==> src/rtl/ccd_sensor_emulator.sv <==
// rtl/ccd_sensor_emulator.sv - synthetic CMOS sensor source with FVAL/LVAL/10-bit Bayer data
//
// Purpose: generates frames of test patterns (colour bars, ramp, checkerboard, constant) on the
// same interface the capture path consumes. Clk doubles as the pixel clock.
// Optional feature macro: CCD_EMU_CHECKSUM_EN (per-frame 16-bit pixel checksum ports).
//
// Ports:
//   Clk             in   1   system/pixel clock
//   Reset           in   1   asynchronous, active-high reset
//   iEnable         in   1   1 = stream frames, 0 = stop after the current frame
//   iPattern        in   2   0 colour bars, 1 ramp, 2 checkerboard, 3 constant
//   iConst          in   10  pixel value for the constant pattern
//   oDATA           out  10  pixel data, 0 whenever oLVAL=0
//   oFVAL           out  1   frame valid
//   oLVAL           out  1   line valid
//   oBusy           out  1   1 whenever not idle
//   oFrame_Cont     out  32  completed-frame count
//   oChecksum       out  16  (CCD_EMU_CHECKSUM_EN) sum of active pixels of the last frame
//   oChecksum_Valid out  1   (CCD_EMU_CHECKSUM_EN) pulse on the clock oFVAL falls
module ccd_sensor_emulator #(
    parameter int H_ACTIVE = 1280,
    parameter int H_BLANK  = 244,
    parameter int V_ACTIVE = 1024,
    parameter int V_BLANK  = 16,
    parameter int FV_LEAD  = 8,
    parameter int FV_TRAIL = 8
) (
    input  logic        Clk,
    input  logic        Reset,
    input  logic        iEnable,
    input  logic [1:0]  iPattern,
    input  logic [9:0]  iConst,
    output logic [9:0]  oDATA,
    output logic        oFVAL,
    output logic        oLVAL,
    output logic        oBusy,
`ifdef CCD_EMU_CHECKSUM_EN
    output logic [15:0] oChecksum,
    output logic        oChecksum_Valid,
`endif
    output logic [31:0] oFrame_Cont
);
    localparam int BAR_W  = H_ACTIVE / 8;
    localparam int VB_LEN = V_BLANK * (H_ACTIVE + H_BLANK);

    typedef enum logic [2:0] {IDLE, FRONT, LINE, HBLANK, BACK, VBLANK} state_t;

    state_t      state_q, state_d;
    logic [31:0] cnt_q, cnt_d;
    logic [15:0] y_q, y_d;
    logic [2:0]  bar_q, bar_d;
    logic [15:0] bpix_q, bpix_d;
    logic [1:0]  pat_q, pat_d;
    logic [9:0]  cst_q, cst_d;
    logic [9:0]  data_q, data_d;
    logic        fval_q, fval_d;
    logic        lval_q, lval_d;
    logic        busy_q, busy_d;
    logic [31:0] fcnt_q, fcnt_d;
    logic        frame_end;
    logic [2:0]  c;
    logic        site_on;
    logic [9:0]  pix;
`ifdef CCD_EMU_CHECKSUM_EN
    logic [15:0] acc_q, acc_d;
    logic [15:0] csum_q, csum_d;
    logic        csv_q, csv_d;
`endif

    // Outputs are registered from the next-state values so they line up with state_q.
    always_comb begin
        state_d   = state_q;
        cnt_d     = cnt_q + 32'd1;
        y_d       = y_q;
        bar_d     = bar_q;
        bpix_d    = bpix_q;
        pat_d     = pat_q;
        cst_d     = cst_q;
        fcnt_d    = fcnt_q;
        frame_end = 1'b0;

        case (state_q)
            IDLE: begin
                cnt_d = 32'd0;
                if (iEnable) state_d = FRONT;
            end
            FRONT: begin
                if (cnt_q == 32'(FV_LEAD - 1)) begin
                    state_d = LINE;
                    cnt_d   = 32'd0;
                    y_d     = 16'd0;
                end
            end
            LINE: begin
                if (cnt_q == 32'(H_ACTIVE - 1)) begin
                    cnt_d   = 32'd0;
                    // No horizontal blank after the last line of the frame.
                    state_d = (y_q < 16'(V_ACTIVE - 1)) ? HBLANK : BACK;
                end
            end
            HBLANK: begin
                if (cnt_q == 32'(H_BLANK - 1)) begin
                    state_d = LINE;
                    cnt_d   = 32'd0;
                    y_d     = y_q + 16'd1;
                end
            end
            BACK: begin
                if (cnt_q == 32'(FV_TRAIL - 1)) begin
                    cnt_d     = 32'd0;
                    fcnt_d    = fcnt_q + 32'd1;
                    frame_end = 1'b1;
                    state_d   = iEnable ? VBLANK : IDLE;
                end
            end
            VBLANK: begin
                if (cnt_q == 32'(VB_LEN - 1)) begin
                    cnt_d   = 32'd0;
                    state_d = iEnable ? FRONT : IDLE;
                end
            end
            default: begin
                state_d = IDLE;
                cnt_d   = 32'd0;
            end
        endcase

        // Pattern selection is frozen for the whole frame.
        if (state_d == FRONT && state_q != FRONT) begin
            pat_d = iPattern;
            cst_d = iConst;
        end

        // Bar index tracked by a sub-counter so x/BAR_W needs no divider.
        if (state_d == LINE) begin
            if (state_q != LINE) begin
                bar_d  = 3'd0;
                bpix_d = 16'd0;
            end else if (bpix_q == 16'(BAR_W - 1)) begin
                bar_d  = bar_q + 3'd1;
                bpix_d = 16'd0;
            end else begin
                bpix_d = bpix_q + 16'd1;
            end
        end

        // Bayer site: even row G/R, odd row B/G.
        c = ~bar_d;
        case ({y_d[0], cnt_d[0]})
            2'b00:   site_on = c[1];
            2'b01:   site_on = c[2];
            2'b10:   site_on = c[0];
            default: site_on = c[1];
        endcase

        case (pat_q)
            2'd0:    pix = site_on ? 10'h3FF : 10'h000;
            2'd1:    pix = cnt_d[9:0];
            2'd2:    pix = (cnt_d[6] ^ y_d[6]) ? 10'h3FF : 10'h000;
            default: pix = cst_q;
        endcase

        lval_d = (state_d == LINE);
        data_d = lval_d ? pix : 10'h000;
        fval_d = (state_d == FRONT) || (state_d == LINE) ||
                 (state_d == HBLANK) || (state_d == BACK);
        busy_d = (state_d != IDLE);

`ifdef CCD_EMU_CHECKSUM_EN
        acc_d  = acc_q;
        csum_d = csum_q;
        csv_d  = frame_end;
        if (state_d == FRONT && state_q != FRONT) acc_d = 16'd0;
        else if (lval_d)                          acc_d = acc_q + {6'd0, data_d};
        if (frame_end) csum_d = acc_q;
`endif
    end

    always_ff @(posedge Clk or posedge Reset) begin
        if (Reset) begin
            state_q <= IDLE;
            cnt_q   <= 32'd0;
            y_q     <= 16'd0;
            bar_q   <= 3'd0;
            bpix_q  <= 16'd0;
            pat_q   <= 2'd0;
            cst_q   <= 10'd0;
            data_q  <= 10'd0;
            fval_q  <= 1'b0;
            lval_q  <= 1'b0;
            busy_q  <= 1'b0;
            fcnt_q  <= 32'd0;
`ifdef CCD_EMU_CHECKSUM_EN
            acc_q   <= 16'd0;
            csum_q  <= 16'd0;
            csv_q   <= 1'b0;
`endif
        end else begin
            state_q <= state_d;
            cnt_q   <= cnt_d;
            y_q     <= y_d;
            bar_q   <= bar_d;
            bpix_q  <= bpix_d;
            pat_q   <= pat_d;
            cst_q   <= cst_d;
            data_q  <= data_d;
            fval_q  <= fval_d;
            lval_q  <= lval_d;
            busy_q  <= busy_d;
            fcnt_q  <= fcnt_d;
`ifdef CCD_EMU_CHECKSUM_EN
            acc_q   <= acc_d;
            csum_q  <= csum_d;
            csv_q   <= csv_d;
`endif
        end
    end

    assign oDATA       = data_q;
    assign oFVAL       = fval_q;
    assign oLVAL       = lval_q;
    assign oBusy       = busy_q;
    assign oFrame_Cont = fcnt_q;
`ifdef CCD_EMU_CHECKSUM_EN
    assign oChecksum       = csum_q;
    assign oChecksum_Valid = csv_q;
`endif
endmodule

==> config.mk <==
export PLATFORM = sky130hd
export DESIGN_NAME = ccd_sensor_emulator
export DESIGN_NICKNAME = d
export VERILOG_FILES = /design/src/rtl/ccd_sensor_emulator.sv
export SDC_FILE = /design/constraint.sdc
export NUM_CORES = 1
export LEC_CHECK = 0
export ABC_CLOCK_PERIOD_IN_PS = 4800
export BUFFER_PORTS_ARGS = -buffer_cell sky130_fd_sc_hd__buf_2
export CAP_MARGIN = 20
export CORE_MARGIN = 1
export CORE_UTILIZATION = 53
export CTS_BUF_LIST = sky130_fd_sc_hd__clkbuf_4 sky130_fd_sc_hd__clkbuf_8
export DETAILED_ROUTE_END_ITERATION = 8
export PLACE_DENSITY_LB_ADDON = 0.08
export SKIP_LAST_GASP = 1
export SYNTH_ARGS = -nofsm -noshare
export SYNTH_HDL_FRONTEND = slang
export SYNTH_SLANG_ARGS = --single-unit
==> constraint.sdc <==
create_clock -name Clk -period 4.8 [get_ports Clk]
set_input_delay 0.48 -clock Clk [delete_from_list [all_inputs] [get_ports Clk]]
set_output_delay 0.48 -clock Clk [all_outputs]
set_load 0.02 [all_outputs]
==> reports/metrics.yaml <==
critical_path:
  crit_fanout: 10
  start_kind: "flip-flop"
  crit_slowest_cell: "or4_1"
  crit_top_cell: "or4_1"
  cp-startpoint: "cnt_q[26]"
  worstPathRequired_ps: 5130
  arrival_ps: 4370
  reg2reg_depth: 13
  reg2reg_slack_ps: 760
  cpPeakStageDelay_ps: 560
  cp-endpoint: "oDATA[8]"
  worstReg2RegEnd: "oDATA[8]"
  r2r_start: "cnt_q[26]"
  crit_chain: "or4_1 -> or4_1 -> or2_1 -> nor3_1 -> a21oi_1 -> nand2_1 -> o21ai_0 -> ha_1 -> a31oi_1 -> o31ai_1 -> a31oi_2 -> o21ai_4 -> o221a_1"
  endpoint_kind: "flip-flop"
  crit_type: "flip-flop to flip-flop"
power_and_ir_drop:
  finalPower_mw: 2.14
  power_per_cell_area_nw_per_um2: 295
  leakage_nw: 3.39
  ir_drop_mv: 0.271
yosys:
  synth_top_area_share_pct: 50.3
  synth_most_common_cell: "dfrtp_1"
  netlist.top_cell.by_area: "dfrtp_1"
  netlist_area_um2: 6320
  postSynthNetCount: 651
  synthTopCellsByArea: "dfrtp_1 50%, xnor2_1 6.1%, nor2_1 5.0%"
  avgSynthCellArea_um2: 10.1
  synth_common_cells: "127 x dfrtp_1, 85 x nor2_1, 52 x nand2_1"
  synthFlopType: "dfrtp_1"
  yosysSeqAreaShare_pct: 50.3
  yosysWarnings: 0
  ys_types: 61
  synth.ff_latch_count: 127
  ys_async_sr_fraction_pct: 100
  syn_inst: 628
  synth-edff-count: 0
timing:
  period_share_pct: 84.1
  rsz0062_at_grt: "no"
  fin_tns_setup_ps: 0
  relSlewSlack_pct: 43.4
  timing.fmax_ghz: 0.248
  setup_viol: 0
  hold_violations: 0
  slew_viol_final: 0
  fin_worst_skew_ps: 7.19
  tightestPinTransition_ps: 842
  finalCriticalPeriod_ps: 4040
clock_tree:
  htree_levels: 4
  cts_hold_buffers: 0
  cts-resized-gates: 0
  clock_sinks: 127
  cts_buffer_depth: 2
  cts_buffers: 17
  cts.clk_slew.worst_paths_ps: 70
  clock_latency_ps: 450
  postCtsSetupRepairBufs: 0
  cts_tree: "done"
  cts_root_buf: "clkbuf_8"
drt:
  antenna_left: 0
  wl_mm: 13.1
  vias_per_cell: 5.67
  drc: 8
  firstDrtPassIters: 7
  wl_per_cell_um: 15.3
  drtIter0Drc: 276
  num_vias: 4839
place:
  dp.cells: 820
  portBuffers: 59
  dp_hpwl_mm: 9.15
  place_area_um2: 6770
  place.gp.congestion: 0.913
grt:
  grt_max_degree: 87
  grt_pass1_vias: 4902
  gr-total-overflow: 0
  grt.total_usage_pct: 23.1
  antenna_found_initial: 0
  grt_pass1_wl_mm: 22.9
floorplanning:
  die_height_um: 111
  core_um2: 11500
  die_w_um: 111
  num_rows: 39
  initial_utilization_pct: 54.9
  ioPinCount: 60
  die_area_um2: 12400
finish:
  fillCellCount: 960
  drive_above_1_share_pct: 18.3
  area_delta_synth_final_pct: 14.7
  diodes: 0
  stdcell_count: 853
  final_area_um2: 7250
  nets: 720
  fin_util_pct: 63.0
outcome:
  status: "complete, but fails checks"
  violations: "DRC"
min_path:
  min_path_type: "input port to asynchronous set/reset pin"
run:
  cap_violations: 0
worst min-delay path by stage:
stage	from	to	slack, ps	depth (start not counted)
floorplan	bpix_q[1]	bpix_q[1]	460	2
global placement	oFrame_Cont[31]	oFrame_Cont[31]	460	1
detailed placement	oFrame_Cont[31]	oFrame_Cont[31]	460	1
CTS	iConst[8]	cst_q[8]	230	2
global route	Reset	oFrame_Cont[28]	20	2
finish	Reset	oFrame_Cont[28]	10	2
registers in the layout (all words and copies together), names as in the netlist, 3 cells and up:
register,flops
oFrame_Cont,32
cnt_q,32
state_q,3
cst_q,10
bar_q,3
oDATA,10
y_q,16
bpix_q,16
report_power, final:
part	total [mW]	switching (mW)	internal (mW)
Sequential	1.07	0	1.07
Clock	1.04	0.416	0.624
Combinational	0.0314	0.0235	0.00790
Total	2.14	0.440	1.70
metal layers:
| layer | GRT usage (%) | vias up | wire length, um |
|---|---|---|---|
| met5 | 0 | - | 0 |
| met4 | 7.84 | 0 | 211 |
| met3 | 6.56 | 21 | 593 |
| met2 | 38.3 | 113 | 6260 |
| met1 | 29.1 | 2353 | 5990 |
| li1 | - | 2352 | - |
cells by family (layout without fill, tap and decap cells):
kind of cell,Yosys count,after routing,synth area share [%]
XOR/XNOR,77,77,10.7
AO/OA/AOI/OAI,71,71,8.03
flip-flops,127,127,50.3
multiplexers,13,13,2.91
buffers and inverters,35,117,2.31
AND/OR/NAND/NOR,296,296,24.1
adder cells (fa/ha/maj),9,9,1.74
cell type report:
type | instances | area (um2) | share of cell area, %
Tap cell | 143 | 179 | 2.47
Multi-Input combinational cell | 466 | 3000 | 41.4
Clock inverter | 10 | 158 | 2.17
Clock buffer | 22 | 297 | 4.09
Inverter | 20 | 80.1 | 1.10
Timing Repair Buffer | 65 | 360 | 4.97
Sequential cell | 127 | 3180 | 43.8
through the flow:
step | hold WS [ps] | setup WS [ps]
after floorplan | 464 | 936
after global placement | 456 | 993
after detailed placement | 463 | 841
after CTS | 233 | 804
after global routing | 16.9 | 512
final | 10.1 | 764
critical path: cells and delay by family (launching register included):
kind / cells / cell delay [ps]
flip-flops: 1 / 430
AND/OR/NAND/NOR: 5 / 1930
adder cells (fa/ha/maj): 1 / 360
AO/OA/AOI/OAI: 7 / 1190
cell usage in the layout, fill, tap and decap left out, types with 5 or more instances in the layout:
cell | netlist | layout
o221a_1 | 10 | 10
buf_2 | 1 | 59
nand3_1 | 38 | 38
mux2_4 | 10 | 10
nor3_1 | 13 | 13
xor2_1 | 33 | 33
nand2_1 | 52 | 52
xnor2_1 | 44 | 44
nor2_1 | 85 | 85
o31ai_1 | 5 | 5
inv_1 | 19 | 18
a21oi_1 | 16 | 16
nand4_1 | 25 | 25
nor4_1 | 11 | 11
ha_1 | 8 | 8
buf_4 | 1 | 5
and4_1 | 6 | 6
and3_1 | 20 | 20
or3_1 | 11 | 11
o21ai_0 | 21 | 21
dfrtp_1 | 127 | 127
clkbuf_8 | 0 | 21
No activity file was read; power rests on OpenSTA's default activity.
